==> src/rtl/fir_decim_quant.sv <==
// Decimating round-half-up quantizer with saturation and a small output FIFO.
// Sits behind a wide FIR accumulator and hands narrow samples to a ready/valid sink.
module fir_decim_quant #(
    parameter int IN_WIDTH   = 33,
    parameter int OUT_WIDTH  = 16,
    parameter int DECIM      = 4,
    parameter int FIFO_DEPTH = 4
) (
    input  logic                        clk,
    input  logic                        rst,
    input  logic                        valid_in,
    input  logic signed [IN_WIDTH-1:0]  din,
    input  logic                        dout_ready,
    output logic                        dout_valid,
    output logic signed [OUT_WIDTH-1:0] dout,
    output logic                        overflow,
    output logic                        sat
);

    localparam int S    = IN_WIDTH - OUT_WIDTH;
    localparam int PH_W = (DECIM > 1) ? $clog2(DECIM) : 1;
    localparam int AW   = (FIFO_DEPTH > 1) ? $clog2(FIFO_DEPTH) : 1;

    localparam logic [PH_W-1:0]             PH_LAST = PH_W'(DECIM - 1);
    localparam logic [AW:0]                 CNT_FULL = (AW + 1)'(FIFO_DEPTH);
    localparam logic signed [IN_WIDTH:0]    RND   = {{IN_WIDTH{1'b0}}, 1'b1} << (S - 1);
    localparam logic signed [OUT_WIDTH-1:0] Q_MAX = {1'b0, {(OUT_WIDTH - 1){1'b1}}};
    localparam logic signed [OUT_WIDTH-1:0] Q_MIN = {1'b1, {(OUT_WIDTH - 1){1'b0}}};

    // Assertion is immediate; release is re-timed so no sample lands on the release edge.
    logic [1:0] r_rst_sync;
    logic       w_rst_n;

    always_ff @(posedge clk or negedge rst) begin
        if (!rst) begin
            r_rst_sync <= '0;
        end else begin
            r_rst_sync <= {r_rst_sync[0], 1'b1};
        end
    end

    assign w_rst_n = r_rst_sync[1];

    logic signed [IN_WIDTH:0]    w_rnd;
    logic signed [IN_WIDTH:0]    w_shr;
    logic [S+1:0]                w_hi;
    logic                        w_fits;
    logic                        w_sat_hi;
    logic                        w_sat_lo;
    logic signed [OUT_WIDTH-1:0] w_q;

    // One guard bit keeps the rounding add from wrapping at the positive extreme.
    assign w_rnd    = $signed({din[IN_WIDTH-1], din}) + RND;
    assign w_shr    = w_rnd >>> S;
    assign w_hi     = w_shr[IN_WIDTH:OUT_WIDTH-1];
    assign w_fits   = (&w_hi) | ~(|w_hi);
    assign w_sat_hi = ~w_fits & ~w_shr[IN_WIDTH];
    assign w_sat_lo = ~w_fits &  w_shr[IN_WIDTH];

    always_comb begin
        w_q = w_shr[OUT_WIDTH-1:0];
        if (w_sat_hi) begin
            w_q = Q_MAX;
        end else if (w_sat_lo) begin
            w_q = Q_MIN;
        end
    end

    logic [PH_W-1:0]             r_phase;
    logic                        r_q_valid;
    logic signed [OUT_WIDTH-1:0] r_q;
    logic                        r_sat;
    logic                        w_keep;

    assign w_keep = valid_in && (r_phase == '0);

    always_ff @(posedge clk or negedge w_rst_n) begin
        if (!w_rst_n) begin
            r_phase   <= '0;
            r_q_valid <= 1'b0;
            r_q       <= '0;
            r_sat     <= 1'b0;
        end else begin
            r_q_valid <= w_keep;
            if (valid_in) begin
                r_phase <= (r_phase == PH_LAST) ? '0 : r_phase + PH_W'(1);
            end
            if (w_keep) begin
                r_q <= w_q;
                if (w_sat_hi || w_sat_lo) begin
                    r_sat <= 1'b1;
                end
            end
        end
    end

    logic signed [OUT_WIDTH-1:0] r_mem [FIFO_DEPTH];
    logic [AW-1:0]               r_wr_ptr;
    logic [AW-1:0]               r_rd_ptr;
    logic [AW:0]                 r_count;
    logic                        r_ovf;
    logic                        w_full;
    logic                        w_pop;
    logic                        w_push;

    // A pop on the same edge frees the slot, so a full FIFO can still accept.
    assign w_full = (r_count == CNT_FULL);
    assign w_pop  = (r_count != '0) && dout_ready;
    assign w_push = r_q_valid && (!w_full || w_pop);

    always_ff @(posedge clk) begin
        if (w_push) begin
            r_mem[r_wr_ptr] <= r_q;
        end
    end

    always_ff @(posedge clk or negedge w_rst_n) begin
        if (!w_rst_n) begin
            r_wr_ptr <= '0;
            r_rd_ptr <= '0;
            r_count  <= '0;
            r_ovf    <= 1'b0;
        end else begin
            if (w_push) begin
                r_wr_ptr <= r_wr_ptr + AW'(1);
            end
            if (w_pop) begin
                r_rd_ptr <= r_rd_ptr + AW'(1);
            end
            case ({w_push, w_pop})
                2'b10:   r_count <= r_count + (AW + 1)'(1);
                2'b01:   r_count <= r_count - (AW + 1)'(1);
                default: r_count <= r_count;
            endcase
            if (r_q_valid && w_full && !w_pop) begin
                r_ovf <= 1'b1;
            end
        end
    end

    assign dout_valid = (r_count != '0);
    assign dout       = dout_valid ? r_mem[r_rd_ptr] : '0;
    assign overflow   = r_ovf;
    assign sat        = r_sat;

endmodule

==> config.mk <==
export PLATFORM = sky130hd
export DESIGN_NAME = fir_decim_quant
export DESIGN_NICKNAME = d
export VERILOG_FILES = /design/src/rtl/fir_decim_quant.sv
export SDC_FILE = /design/constraint.sdc
export NUM_CORES = 1
export LEC_CHECK = 0
export CORE_MARGIN = 2
export CORE_UTILIZATION = 59
export CTS_CLUSTER_DIAMETER = 80
export DETAILED_ROUTE_END_ITERATION = 12
export GPL_TIMING_DRIVEN = 0
export PLACE_DENSITY_LB_ADDON = 0.3
export SETUP_SLACK_MARGIN = 0.3
export SLEW_MARGIN = 20
export SYNTH_ARGS = -nofsm -noshare
export SYNTH_HDL_FRONTEND = slang
export SYNTH_SLANG_ARGS = --single-unit
==> constraint.sdc <==
create_clock -name clk -period 3.5 [get_ports clk]
set_input_delay 0.7 -clock clk [delete_from_list [all_inputs] [get_ports clk]]
set_output_delay 0.7 -clock clk [all_outputs]
set_load 0.03 [all_outputs]
## After elaboration in Yosys (flattened, before gate mapping)

Memories as Yosys holds them, arrays and structs flattened.
Index checks and enable logic that the tools add are counted.

| operators by class | value |
|---|---|
| $add $sub $neg | 6 |
| eq/ne operators | 4 |
| multiplexer cells | 7 |
| bitwise gates (word level) | 6 |
| reductions and logical operators | 15 |

Operators by type and width:

| kind | count |
|---|---|
| $mux 16 | 3 |
| $add 33x18->34 const B | 1 |
| $add 2x1->2 const B | 3 |
| $pmux 3 s2 | 1 |
| $logic_and 1x1->1 | 5 |
| $eq 2x2->1 const B | 2 |
| $reduce_and 2->1 | 2 |
| $add 3x1->3 const B | 1 |
| $eq 3x3->1 const B | 1 |
| $not 1->1 | 3 |
| $reduce_bool 3->1 | 1 |
| $sub 3x1->3 const B | 1 |
| $and 1x1->1 | 2 |
| $eq 2x1->1 const B | 1 |
| $logic_not 1->1 | 2 |
| $logic_not 2->1 | 1 |
| $logic_or 1x1->1 | 2 |
| $mux 1 | 2 |
| $mux 2 | 1 |
| $reduce_bool 2->1 | 1 |
| $reduce_or 2->1 | 1 |
| $or 1x1->1 | 1 |

| storage, ports and cells | value |
|---|---|
| register bits | 30 |
| bits in writable memories | 64 |
| input bits | 37 |
| output and inout bits | 19 |
| word-level logic and storage cells | 48 |
| memories kept | 1 |

Memories:

| memory | words | width | read ports | clocked after memory_dff | write ports | RTL line | source |
|---|---|---|---|---|---|---|---|
| r_mem | 4 | 16 | 1 | 0 | 1 | 97 | `logic signed [OUT_WIDTH-1:0] r_mem [FIFO_DEPTH];` |

## Longest topological paths before layout

| depth | value |
|---|---|
| depth in word-level cells | 8 |
| gate-level depth with buffers | 8 |
| gate-level depth less buffers | 7 |

## Least setup slack after synthesis

No wires, ideal clock.

| timing path | value |
|---|---|
| kind | input -> register |
| start point | input dout_ready |
| end point | register r_count[2] |
| setup time | 0.130 ns |
| data arrival time | 2.165 ns |
| required time | 3.370 ns |
| path slack | 1.205 ns |
| stages on the path | 8 |
| path buffers | 1 |
| cells stage by stage | clkbuf_1 > nor2b_1 > nand2_1 > fa_1 > nor3b_1 > a21oi_1 > a32oi_1 > o21ai_0 |

| on the way | value |
|---|---|
| word-level cells in the longest chain between the ends | 5 |
| elaborated cells on any way between the ends | 7 |
| classes of those cells | eq/ne: 2; mux: 1; reduce/logical: 4 |

Ends and longest elaborated chain:

| element | RTL line | source |
|---|---|---|
| from (decl) | 13 | `input logic dout_ready,` |
| $logic_and 1x1->1 * | 108 | `assign w_pop = (r_count != '0) && dout_ready;` |
| $logic_or 1x1->1 | 109 | `assign w_push = r_q_valid && (!w_full \|\| w_pop);` |
| $logic_and 1x1->1 | 109 |  |
| $eq 2x1->1 / $eq 2x2->1 (equally long branches) | 130 | `case ({w_push, w_pop})` |
| $pmux 3 s2 / $reduce_bool 2->1 (equally long branches) | -- |  |
| to (signal assigned) | 131 | `2'b10: r_count <= r_count + (AW + 1)'(1);` |
| to (signal assigned) | 132 | `2'b01: r_count <= r_count - (AW + 1)'(1);` |
| to (signal assigned) | 133 | `default: r_count <= r_count;` |
| to (decl) | 100 | `logic [AW:0] r_count;` |

Every way passes the cells marked *; elsewhere a longest branch is shown, timed or not.
A chain may end at the register's enable or synchronous reset.

## Final worst setup path

| timing path | value |
|---|---|
| start point | register r_rd_ptr[0] |
| end point | output dout[10] |

| on the way | value |
|---|---|
| word-level cells in the longest chain between the ends | 2 |

Ends and longest elaborated chain:

| element | RTL line | source |
|---|---|---|
| from (decl) | 99 | `logic [AW-1:0] r_rd_ptr;` |
| from (signal assigned) | 128 | `r_rd_ptr <= r_rd_ptr + AW'(1);` |
| $mem_v2 4x16 | -- |  |
| $mux 16 | 142 | `assign dout = dout_valid ? r_mem[r_rd_ptr] : '0;` |
| to (decl) | 15 | `output logic signed [OUT_WIDTH-1:0] dout,` |

Every way passes these cells.

==> metrics <==
post-place setup slack 0.704 ns; total grt overflow 0; CP max FO 10; PD cells 821 nW/um^2; Area contributors post-synth edfxtp_1, dfrtp_1, mux4_2; port buffer count 38; Worst Hold Class flip-flop to async pin; height of the chip 88.4 microns; synthesized instance count 297; Placer Congestion 0.862; DR vias/cell 5.48; main flop type after synthesis edfxtp_1; Rows 30; first-pass GRT wire length 11.6 mm; Nets 391; setup slack, reg-to-reg 1.29 ns; fin. max-slew vios 0; Synth-to-Final Area Change 17.0%; sequential share of the synthesized area 63.6%; crit path launch type flip-flop; DR iter-0 viols 189; EDFF count, synth 64; CTS Buffer Depth 2; CTS H-tree depth 3; worst endpoint required time 2.80 ns; CTS Root Cell clkbuf_8; drt first pass iters 4; Post-Synthesis Cell Area 4200 sq um; flop and latch count out of synthesis 94; Final Worst Setup Slack 0.427 ns; TritonCTS clock tree built; relative slew slack 42.6%; CTS Buf Count 9; Die W 88.4 microns; R2R Path Start r_q_valid$_DFF_PN0_; DRC violations left 0; crit path capture type output port; fillers 463; initial antenna violation count 0; R2R cell count 3; dominant cell type by area after synthesis edfxtp_1; Reg2Reg Capture Point r_mem[0][0]$_DFFE_PP_; core area 6830 sq um; WL final 7.11 mm; Syn Nets 342; RSZ-0062 raised after global routing false; peak supply drop 275 uV; Peak Freq 325 MHz; Antenna Nets Post-Route 0; min Tclk post-route 3.07 ns; initial core utilization 61.5%; latest clock arrival within the worst-skew pair 0.35 ns; share of cells above drive strength 1 14.5%; Final Hold Violating Endpoints 0; Tcrit/Tclk final 87.8%; setup TNS 0 ns; average size of a mapped cell 14.1 sq um; synth warn 0; Worst Tran Pin Value 0.861 ns; LEAKAGE 1.87 nW; clock skew 0.0110 ns; final setup violation count 0; Synth cell types 43; share of the synthesized area in the top cell type 45.7%; gr usage total 20.3%; Arr. time, crit path 2.37 ns; Max-Cap Viols 0; async set-reset flop share out of synthesis 31.9%; CTS Hold Bufs 0; wire per inst 15.9 microns; Via Count 2,450; vias in the first global route 2,414; post-DP HPWL 5.14 mm; largest net degree at the start of global routing 29; ANT cells 0; clock transition at the registers of the reported paths 0.09 ns; CTS Sinks 94; outcome completed; num ports 56; DIE AREA 7810 sq um; critical path class flip-flop to output port
[cells in the mapped netlist, types with 5 or more instances]
| cell | n |
|---|---|
| and2_1 | 20 |
| clkbuf_1 | 6 |
| dfrtp_1 | 30 |
| edfxtp_1 | 64 |
| ha_1 | 7 |
| inv_1 | 10 |
| mux4_2 | 16 |
| nand2_1 | 37 |
| nand3_1 | 8 |
| nor2_1 | 11 |
| o21ai_0 | 17 |
| o21ai_1 | 5 |
| xnor2_1 | 7 |
| xor2_1 | 12 |
[worst max path at each step]
stage                       startpoint                endpoint
6_report       r_rd_ptr[0]$_DFFE_PN0N_                dout[10]
5_1_grt        r_rd_ptr[0]$_DFFE_PN0N_                dout[10]
4_1_cts        r_rd_ptr[0]$_DFFE_PN0N_                dout[10]
3_5_place_dp   r_rd_ptr[0]$_DFFE_PN0N_                dout[10]
3_3_place_gp   r_rd_ptr[0]$_DFFE_PN0N_                dout[10]
2_1_floorplan               dout_ready  r_count[2]$_DFFE_PN0P_
[timing repair]
action / CTS / global route
setup buffers: 0 / 0
setup endpoints to repair: 0 / 8
gates resized for setup: 0 / 1
[metal layers]
| layer | GRT usage, % | part of all wire (%) | up-vias |
|---|---|---|---|
| li1 | - | - | 1178 |
| met5 | 0 | 0 | - |
| met2 | 34.4 | 51 | 66 |
| met3 | 4.76 | 4.0 | 6 |
| met4 | 7.30 | 1.2 | 0 |
| met1 | 25.9 | 44 | 1200 |
[state kept, by name, summed over array words and instances, names as in the netlist]
name and flops:
overflow 1, r_count 3, r_mem 64, r_phase 2, r_q 16, r_q_valid 1, r_rd_ptr 2, r_rst_sync 2
r_wr_ptr 2, sat 1
[through the flow]
stage / instances / cell area (sq um) / power [W] / hold slack, ns / util [%]
floorplan: 297 / 4200 / 0.00277 / 0.331 / -
global placement: 431 / 4700 / 0.00327 / 0.337 / 68.8
detailed placement: 431 / 4700 / 0.00335 / 0.339 / 68.8
CTS: 447 / 4910 / 0.00407 / 0.360 / 71.9
global route: 447 / 4920 / 0.00427 / 0.365 / 72.0
finish: 447 / 4920 / 0.00403 / 0.301 / 72.0
[where the power goes]
part / switching (W) / internal [W] / total, W
Sequential: 0.000195 / 0.00155 / 0.00174
Combinational: 0.000855 / 0.000713 / 0.00157
Clock: 0.000348 / 0.000374 / 0.000722
[final cells by class]
| type | instances | area (sq um) | share of cell area (%) |
|---|---|---|---|
| flip-flops and latches | 94 | 2670 | 54.4 |
| clock buffers | 11 | 153 | 3.10 |
| plain buffers | 13 | 81.3 | 1.65 |
| multi-input cells | 180 | 1410 | 28.8 |
| clock inverters | 5 | 57.6 | 1.17 |
| repair buffers | 38 | 380 | 7.74 |
| inverters | 10 | 37.5 | 0.763 |
| well taps | 96 | 120 | 2.44 |
[logic make-up (layout without fill, tap and decap cells)]
group | count (synthesis) | count (layout) | share of synthesized area, %
xor+xnor | 19 | 19 | 3.96
fa+ha+maj | 8 | 8 | 2.56
flops | 94 | 94 | 63.6
other cells | 1 | 1 | 0.0893
simple gates | 100 | 100 | 13.4
mux | 17 | 17 | 8.84
compound gates | 35 | 35 | 4.79
buf+inv | 23 | 77 | 2.74
[critical path, stage by stage (launching register included)]
cell and delay [ns]:
dfrtp_1 0.33, buf_4 0.21, buf_6 0.21, mux4_2 0.53
and2_1 0.17, clkdlybuf4s50_1 0.58
[layout by cell type, fill, tap and decap left out, types with 8 or more instances in the layout]
| cell type | synthesis | layout |
|---|---|---|
| edfxtp_1 | 64 | 64 |
| clkdlybuf4s50_1 | 0 | 38 |
| nand2_1 | 37 | 37 |
| dfrtp_1 | 30 | 29 |
| and2_1 | 20 | 20 |
| o21ai_0 | 17 | 17 |
| mux4_2 | 16 | 16 |
| xor2_1 | 12 | 12 |
| nor2_1 | 11 | 11 |
| inv_1 | 10 | 10 |
| clkbuf_8 | 0 | 9 |
| nand3_1 | 8 | 8 |
Power figures use the tool's default switching activity.
